$ cat config.mk
export PLATFORM = sky130hd
export DESIGN_NAME = ttfs_encoder
export DESIGN_NICKNAME = d
export VERILOG_FILES = /design/src/rtl/ttd_pkg.sv /design/src/rtl/ttfs_encoder_lane.sv /design/src/rtl/ttfs_encoder.sv
export SDC_FILE = /design/constraint.sdc
export NUM_CORES = 1
export LEC_CHECK = 0
export CAP_MARGIN = 20
export CELL_PAD_IN_SITES_DETAIL_PLACEMENT = 1
export CELL_PAD_IN_SITES_GLOBAL_PLACEMENT = 1
export CORE_MARGIN = 2
export CORE_UTILIZATION = 33
export DETAILED_ROUTE_END_ITERATION = 16
export GPL_ROUTABILITY_DRIVEN = 0
export PLACE_DENSITY = 0.7
export SLEW_MARGIN = 20
export SYNTH_ARGS = -nofsm -noshare
export SYNTH_HDL_FRONTEND = slang
export SYNTH_SLANG_ARGS = --single-unit
$ cat constraint.sdc
create_clock -name CLK -period 2.9 [get_ports CLK]
set_clock_uncertainty 0.05 [all_clocks]
set_input_delay 0.58 -clock CLK [delete_from_list [all_inputs] [get_ports CLK]]
set_output_delay 0.58 -clock CLK [all_outputs]
set_load 0.005 [all_outputs]
$ cat src/rtl/ttd_pkg.sv
// Shared definitions for the time-to-first-spike encoder and the TTD decoder:
// default widths, code field layout, FSM state type and code field helpers.
package ttd_pkg;

    localparam int unsigned DEF_TTD_WIDTH = 5;
    localparam int unsigned DEF_N_NEURONS = 4;

    // Code layout: {fire_enable, slot[TTD_WIDTH-1:0]}
    localparam int unsigned CODE_EN_BIT = DEF_TTD_WIDTH;
    localparam int unsigned CODE_T_MSB  = DEF_TTD_WIDTH - 1;

    typedef logic [DEF_TTD_WIDTH:0] ttd_code_t;

    typedef enum logic {
        ST_IDLE = 1'b0,
        ST_RUN  = 1'b1
    } ttd_state_e;

    function automatic logic code_en(input ttd_code_t c);
        return c[CODE_EN_BIT];
    endfunction

    function automatic logic [DEF_TTD_WIDTH-1:0] code_t(input ttd_code_t c);
        return c[CODE_T_MSB:0];
    endfunction

endpackage

$ cat src/rtl/ttfs_encoder_lane.sv
// One spike lane: holds the latched slot and pending flag, and emits a single
// registered spike when the window counter reaches the latched slot.
module ttfs_lane
    import ttd_pkg::*;
#(
    parameter int unsigned TTD_WIDTH = DEF_TTD_WIDTH
) (
    input  logic                 clk_i,
    input  logic                 rst_i,
    input  logic                 load_i,
    input  logic                 clear_i,
    input  logic                 adv_i,
    input  logic                 fire_en_i,
    input  logic [TTD_WIDTH-1:0] slot_i,
    input  logic [TTD_WIDTH-1:0] cnt_i,
    output logic                 pend_o,
    output logic                 hit_o,
    output logic                 spike_o
);

    logic                 pend_q,  pend_d;
    logic [TTD_WIDTH-1:0] slot_q,  slot_d;
    logic                 spike_q, spike_d;

    assign hit_o   = pend_q && (slot_q == cnt_i);
    assign pend_o  = pend_q;
    assign spike_o = spike_q;

    // Next-state: latch on window start, drop on abort, fire once on a slot match
    always_comb begin
        pend_d  = pend_q;
        slot_d  = slot_q;
        spike_d = 1'b0;
        if (load_i) begin
            pend_d = fire_en_i;
            slot_d = slot_i;
        end else if (clear_i) begin
            pend_d = 1'b0;
        end else if (adv_i) begin
            spike_d = hit_o;
            if (hit_o) begin
                pend_d = 1'b0;
            end
        end
    end

    // Lane state registers
    always_ff @(posedge clk_i or posedge rst_i) begin
        if (rst_i) begin
            pend_q  <= 1'b0;
            slot_q  <= '0;
            spike_q <= 1'b0;
        end else begin
            pend_q  <= pend_d;
            slot_q  <= slot_d;
            spike_q <= spike_d;
        end
    end

endmodule

$ cat src/rtl/ttfs_encoder.sv
// Time-to-first-spike encoder: replays one latency code per lane as a single
// spike at the coded slot of a 2^TTD_WIDTH-slot window.
module ttfs_encoder
    import ttd_pkg::*;
#(
    parameter int unsigned TTD_WIDTH    = DEF_TTD_WIDTH,
    parameter int unsigned N_NEURONS    = DEF_N_NEURONS,
    parameter int unsigned EARLY_FINISH = 1
) (
    input  logic                               CLK,
    input  logic                               RES,
    input  logic                               start,
    input  logic                               abort,
    input  logic                               en,
    input  logic [N_NEURONS*(TTD_WIDTH+1)-1:0] codes,
    output logic [N_NEURONS-1:0]               spikes,
    output logic                               busy,
    output logic                               done,
    output logic [TTD_WIDTH-1:0]               cnt
);

    ttd_state_e           state_q, state_d;
    logic [TTD_WIDTH-1:0] cnt_q,   cnt_d;
    logic                 done_q,  done_d;

    logic                 load;
    logic                 clear;
    logic                 adv;
    logic [N_NEURONS-1:0] pend;
    logic [N_NEURONS-1:0] hit;

    assign busy = (state_q == ST_RUN);
    assign done = done_q;
    assign cnt  = cnt_q;

    // Window FSM: start latches codes, abort cancels, the advancing edge may end the window
    always_comb begin
        state_d = state_q;
        cnt_d   = cnt_q;
        done_d  = 1'b0;
        load    = 1'b0;
        clear   = 1'b0;
        adv     = 1'b0;
        case (state_q)
            ST_IDLE: begin
                if (start) begin
                    load    = 1'b1;
                    cnt_d   = '0;
                    state_d = ST_RUN;
                end
            end
            ST_RUN: begin
                if (abort) begin
                    clear   = 1'b1;
                    state_d = ST_IDLE;
                end else if (en) begin
                    adv   = 1'b1;
                    cnt_d = cnt_q + TTD_WIDTH'(1);
                    // Early finish looks at pending flags left after this edge's matches
                    if ((cnt_q == '1) ||
                        ((EARLY_FINISH != 0) && ((pend & ~hit) == '0))) begin
                        state_d = ST_IDLE;
                        done_d  = 1'b1;
                    end
                end
            end
            default: state_d = ST_IDLE;
        endcase
    end

    // FSM, slot counter and done pulse registers
    always_ff @(posedge CLK or posedge RES) begin
        if (RES) begin
            state_q <= ST_IDLE;
            cnt_q   <= '0;
            done_q  <= 1'b0;
        end else begin
            state_q <= state_d;
            cnt_q   <= cnt_d;
            done_q  <= done_d;
        end
    end

    for (genvar g = 0; g < N_NEURONS; g++) begin : g_lane
        ttfs_lane #(
            .TTD_WIDTH (TTD_WIDTH)
        ) u_lane (
            .clk_i     (CLK),
            .rst_i     (RES),
            .load_i    (load),
            .clear_i   (clear),
            .adv_i     (adv),
            .fire_en_i (codes[g*(TTD_WIDTH+1) + TTD_WIDTH]),
            .slot_i    (codes[g*(TTD_WIDTH+1) +: TTD_WIDTH]),
            .cnt_i     (cnt_q),
            .pend_o    (pend[g]),
            .hit_o     (hit[g]),
            .spike_o   (spikes[g])
        );
    end

endmodule

==> impl_metrics.json, run 1 <==
{
  "cts_buffers": 5,
  "syn-instance-count": 185,
  "routed_wl_mm": 3.87,
  "power_mw": 1.93,
  "p_leak_nw": 1.02,
  "insertion_delay_ns": 0.29,
  "synth_top_area_cell": "dfrtp_1",
  "die_w_um": 76.1,
  "syn2layout_area_growth_pct": 29.5,
  "grt_usage": 0.146,
  "setup-violations-final": 0,
  "max_slew_margin": 0.425,
  "port_buffers": 39,
  "synthTopCellsByArea": "dfrtp_1 51%, nand2_1 15%, xnor2_1 8.7%",
  "yosys_warnings": 0,
  "powerDensity_nw_per_um2": 869,
  "drtIter0Drc": 52,
  "cts_tree": "built",
  "max_freq_mhz": 466,
  "place_inst": 283,
  "ys_ff_latch": 35,
  "cts_resized": 0,
  "n_antenna_cell": 0,
  "vias": 1319,
  "syn_area_per_cell_um2": 9.27,
  "overflow": 0,
  "cp_cell_sequence": "clkdlybuf4s50_1",
  "coreArea_um2": 5070,
  "cp_slowest_stage_delay_ns": 0.64,
  "synth_seq_area_share": 0.511,
  "drtPass1Iterations": 3,
  "netlist.area_leader.share": 0.511,
  "cts_root_buffer": "clkbuf_8",
  "rows": 26,
  "fin_area_um2": 2220,
  "drc_errors": 0,
  "h-tree-depth": 2,
  "hold-path-cell-count": 2,
  "post-route-min-period_ns": 2.15,
  "ir_drop_uv": 273,
  "dp_slack_ns": 0.664,
  "setup_tns_ns": 0,
  "ff2ff_path_depth": 5,
  "die_y_um": 76.1,
  "synth_area_um2": 1710,
  "antenna_found_initial": 0,
  "crit_required_ns": 2.27,
  "grt_pass1_vias": 1347,
  "io_pins": 40,
  "postCtsSetupRepairBufs": 0,
  "place_area_um2": 2120,
  "cts.sink_count": 35,
  "dp.final_hpwl_mm": 2.82,
  "final_cell_count_no_fill": 291,
  "initial_utilization": 0.338,
  "dieArea_um2": 5790,
  "holdWs_ns": 0.444,
  "crit_path_max_fanout": 9,
  "clk_path_buf_depth": 2,
  "grt_pass1_wl_mm": 6.51,
  "drive_above_1_share": 0.0633,
  "hold_violations": 0,
  "maxCapViolations": 0,
  "cp_num_buf_inv": 1,
  "path_depth": 1,
  "startpoint_type": "flop",
  "synthesis.nets": 216,
  "wire_per_inst_um": 13.3,
  "grt_max_degree": 36,
  "crit_family": "flip-flops",
  "min_path_type": "reg -> reg",
  "drt-vias-per-instance": 4.53,
  "run_status": "complete, no violations",
  "cp_data_arrival_time_ns": 1.52,
  "finalCritPeriodShare": 0.741,
  "worst-setup-path-type": "reg -> out",
  "worst_pin_slew_ns": 0.863,
  "nFillCells": 614,
  "synth.distinct_cells": 27,
  "drv_slew": 0,
  "rsz0062_at_grt": "false",
  "end_kind": "primary output",
  "nNetsFinal": 251,
  "final.setup.worst_slack_ns": 0.752,
  "fin_util": 0.437,
  "clk_pin_slew_worst_paths_ns": 0.07,
  "drtAntennaViolNets": 0,
  "slowest_stage": "dfrtp_1",
  "hold_buffers": 0
}
==> cell type report <==
type | instances | area [um2] | area share
sequential | 35 | 876 | 0.395
multi-input combinational | 130 | 721 | 0.325
timing repair buffer | 42 | 413 | 0.186
clock buffer | 8 | 100 | 0.0451
tap | 70 | 87.6 | 0.0395
inverter | 6 | 22.5 | 0.0101
==> final timing paths <==
path | slack, ns | from | end
min | 0.44 | g_lane[3].u_lane.slot_q[0] | g_lane[3].u_lane.slot_q[0]
max reg2reg | 1.09 | cnt[0] | busy
min in group asynchronous | 0.64 | RES | g_lane[1].u_lane.slot_q[4]
min reg2reg | 0.44 | g_lane[3].u_lane.slot_q[0] | g_lane[3].u_lane.slot_q[0]
max in group asynchronous | 1.83 | RES | g_lane[3].u_lane.slot_q[1]
max | 0.75 | cnt[0] | cnt[0]
==> cells by family (layout without fill, tap and decap cells) <==
kind of cell / after synthesis / count (layout) / synth area share
xor gates and xnor gates: 22 / 22 / 0.117
buffers and inverters: 20 / 56 / 0.0701
adders and majority gates: 2 / 2 / 0.0146
DFF: 35 / 35 / 0.511
and+or+nand+nor: 94 / 94 / 0.237
AOI/OAI and AO/OA: 12 / 12 / 0.0511
==> cells in the mapped netlist (all sizes together) <==
library cell / count
a211o: 1
a21oi: 2
a32o: 4
and3: 1
and3b: 1
buf: 11
clkbuf: 3
dfrtp: 35
ha: 2
inv: 6
nand2: 69
nand2b: 1
nand3: 7
nand3b: 1
nand4: 1
nor2: 6
nor2b: 1
nor3: 1
nor3b: 2
o2111ai: 1
o21ai: 4
or3: 3
xnor2: 18
xor2: 4
==> sequential cells by signal (all words and copies together) (netlist names) <==
register,count
g_lane.u_lane.slot_q,20
done,1
cnt,5
g_lane.u_lane.pend_o,4
g_lane.u_lane.spike_o,4
busy,1
==> report_power, final <==
part | leakage [nW] | internal (mW) | switching, mW
logic | 0.522 | 0.353 | 0.328
clock network | 0.0515 | 0.217 | 0.173
registers | 0.448 | 0.676 | 0.181
==> layout by cell type, fill, tap and decap left out <==
master           netlist  layout
inv_1                  6       6
and3_1                 1       1
clkbuf_1               3       1
xnor2_1               17      17
and3b_1                1       1
nor2_1                 6       6
dfrtp_1               35      35
nand3b_2               1       1
nand2b_1               1       1
nand3_1                7       7
xor2_1                 4       4
xnor2_2                1       1
or3_1                  3       3
ha_1                   2       2
nor2b_2                0       1
a21oi_1                2       2
nand2_1               69      69
clkbuf_8               0       7
clkdlybuf4s50_1        0      39
nor3_2                 1       1
o21ai_0                4       4
a32o_1                 4       4
nor3b_1                2       2
buf_4                  5       3
a211o_1                1       1
o2111ai_1              1       1
nand4_1                1       1
==> routing by layer <==
metal  GRT usage  up-vias  share of wire
met5           0        -              0
met4      0.0782        0          0.027
met3      0.0438        8          0.041
met2       0.237       31           0.49
met1       0.176      630           0.45
li1            -      650              -
No activity file was read; power rests on OpenSTA's default activity.
==> run 2: changes to the inputs <==
- clock period: 2.9 -> 2.25 ns (I/O delays scaled with it)
==> run 2 against run 1 <==
  * First-iteration DRC count fell by 1.9%
  * Via count fell by 0.30%
  * Critical path depth did not move
  * Clock power rose by 31%
  * Design area rose by 0.34%
  * Total power rose by 30%
  * Combinational power rose by 31%
  * Register-to-register slack got worse by 0.64 ns
  * Wire length rose by 0.52%
  * Utilization rose by 0.15 points
  * Worst hold slack improved by 0.0035 ns
  * Critical endpoint unchanged
  * Highest routed layer unchanged
==> impl_metrics.json, run 2 (synthesis gave the netlist of run 1 again) <==
{
  "initial_utilization": 0.338,
  "largest_reg_flops": 20,
  "drc_errors": 0,
  "cp_num_buf_inv": 1,
  "die_y_um": 76.1,
  "regMostFlops": "g_lane.u_lane.slot_q",
  "path_depth": 1,
  "powerDensity_nw_per_um2": 1120,
  "min_path_type": "reg -> reg",
  "end_kind": "primary output",
  "max_slew_margin": 0.694,
  "rows": 26,
  "crit_required_ns": 1.75,
  "drtPass1Iterations": 4,
  "holdWs_ns": 0.448,
  "slowest_stage": "dfrtp_1",
  "grt_max_degree": 36,
  "worst-setup-path-type": "reg -> out",
  "ff2ff_path_depth": 5,
  "grt_use_met3": 0.0427,
  "overflow": 0,
  "dp_slack_ns": 0.132,
  "maxCapViolations": 0,
  "cp_data_arrival_time_ns": 1.50,
  "wire_per_inst_um": 13.3,
  "worst_pin_slew_ns": 0.460,
  "dp.final_hpwl_mm": 2.88,
  "clk_path_buf_depth": 2,
  "nFillCells": 615,
  "max_freq_mhz": 501,
  "grt_pass1_wl_mm": 6.70,
  "drt-vias-per-instance": 4.50,
  "grt_pass1_vias": 1380,
  "cts_tree": "built",
  "setup_tns_ns": 0,
  "drive_above_1_share": 0.0676,
  "gr-usage-met2": 0.241,
  "r2r_slack_ns": 0.45,
  "place_inst": 284,
  "final.setup.worst_slack_ns": 0.254,
  "run_status": "complete, no violations",
  "finalCritPeriodShare": 0.887,
  "port_buffers": 39,
  "cp_slowest_stage_delay_ns": 0.61,
  "final_cell_count_no_fill": 292,
  "routed_wl_mm": 3.89,
  "nNetsFinal": 252,
  "postCtsSetupRepairBufs": 0,
  "antenna_found_initial": 0,
  "coreArea_um2": 5070,
  "mostFrequentLayoutCells": "69 x nand2_1, 39 x clkdlybuf4s50_1, 35 x dfrtp_1, 17 x xnor2_1",
  "cts_buffers": 5,
  "die_w_um": 76.1,
  "hold_violations": 0,
  "hold_buffers": 0,
  "startpoint_type": "flop",
  "syn2layout_area_growth_pct": 29.9,
  "drtIter0Drc": 51,
  "cts_root_buffer": "clkbuf_8",
  "post-route-min-period_ns": 2.00,
  "insertion_delay_ns": 0.30,
  "vias": 1315,
  "ir_drop_uv": 373,
  "clk_pin_slew_worst_paths_ns": 0.07,
  "cp_cell_sequence": "clkdlybuf4s50_1",
  "hold-path-cell-count": 2,
  "crit_family": "flip-flops",
  "h-tree-depth": 2,
  "io_pins": 40,
  "final_common_cell": "nand2_1",
  "cts_resized": 0,
  "p_leak_nw": 1.03,
  "dieArea_um2": 5790,
  "setup-violations-final": 0,
  "grt_usage": 0.150,
  "crit_path_max_fanout": 9,
  "use_met1": 0.183,
  "top_usage_layer": "met2",
  "drv_slew": 0,
  "rsz0062_at_grt": "false",
  "n_antenna_cell": 0,
  "drtAntennaViolNets": 0,
  "cts.sink_count": 35
}
==> run 2: area by class of cell <==
type	instances	area, um2	share of cell area
inverters	6	22.5	0.0101
well taps	70	87.6	0.0393
multi-input cells	130	721	0.324
repair buffers	43	420	0.189
clock buffers	8	100	0.0449
flip-flops and latches	35	876	0.393
==> run 2: where the power goes <==
| part | internal, mW | switching (mW) |
|---|---|---|
| clock network | 0.279 | 0.232 |
| logic | 0.463 | 0.429 |
| registers | 0.872 | 0.230 |
==> run 2: per-stage QoR <==
step           instance area [um2]   util  total power [mW]
2_1_floorplan                 1710      -              1.74
3_3_place_gp                  2130  0.419              1.99
3_5_place_dp                  2130  0.419              2.03
4_1_cts                       2230  0.439              2.55
5_1_grt                       2230  0.439              2.72
6_report                      2230  0.439              2.51
==> run 2: worst paths after layout <==
kind,from,endpoint
worst max-delay path,cnt[0],cnt[0]
worst min-delay path,g_lane[3].u_lane.slot_q[2],g_lane[3].u_lane.slot_q[2]
worst max register to register,cnt[0],busy
worst min register to register,g_lane[3].u_lane.slot_q[2],g_lane[3].u_lane.slot_q[2]
max in group asynchronous,RES,g_lane[3].u_lane.slot_q[4]
min in group asynchronous,RES,done
==> run 2: tightest hold or removal path, stage by stage, from the launching register on <==
cell     delay [ns]
dfrtp_1        0.36
nand2_1        0.06
nand2_1        0.06
==> run 2: layer usage <==
| metal | routed length, um | part of all wire | vias up |
|---|---|---|---|
| met5 | 0 | 0 | - |
| met4 | 85 | 0.022 | 0 |
| met3 | 158 | 0.041 | 6 |
| met2 | 1860 | 0.48 | 29 |
| met1 | 1790 | 0.46 | 628 |
| li1 | - | - | 652 |
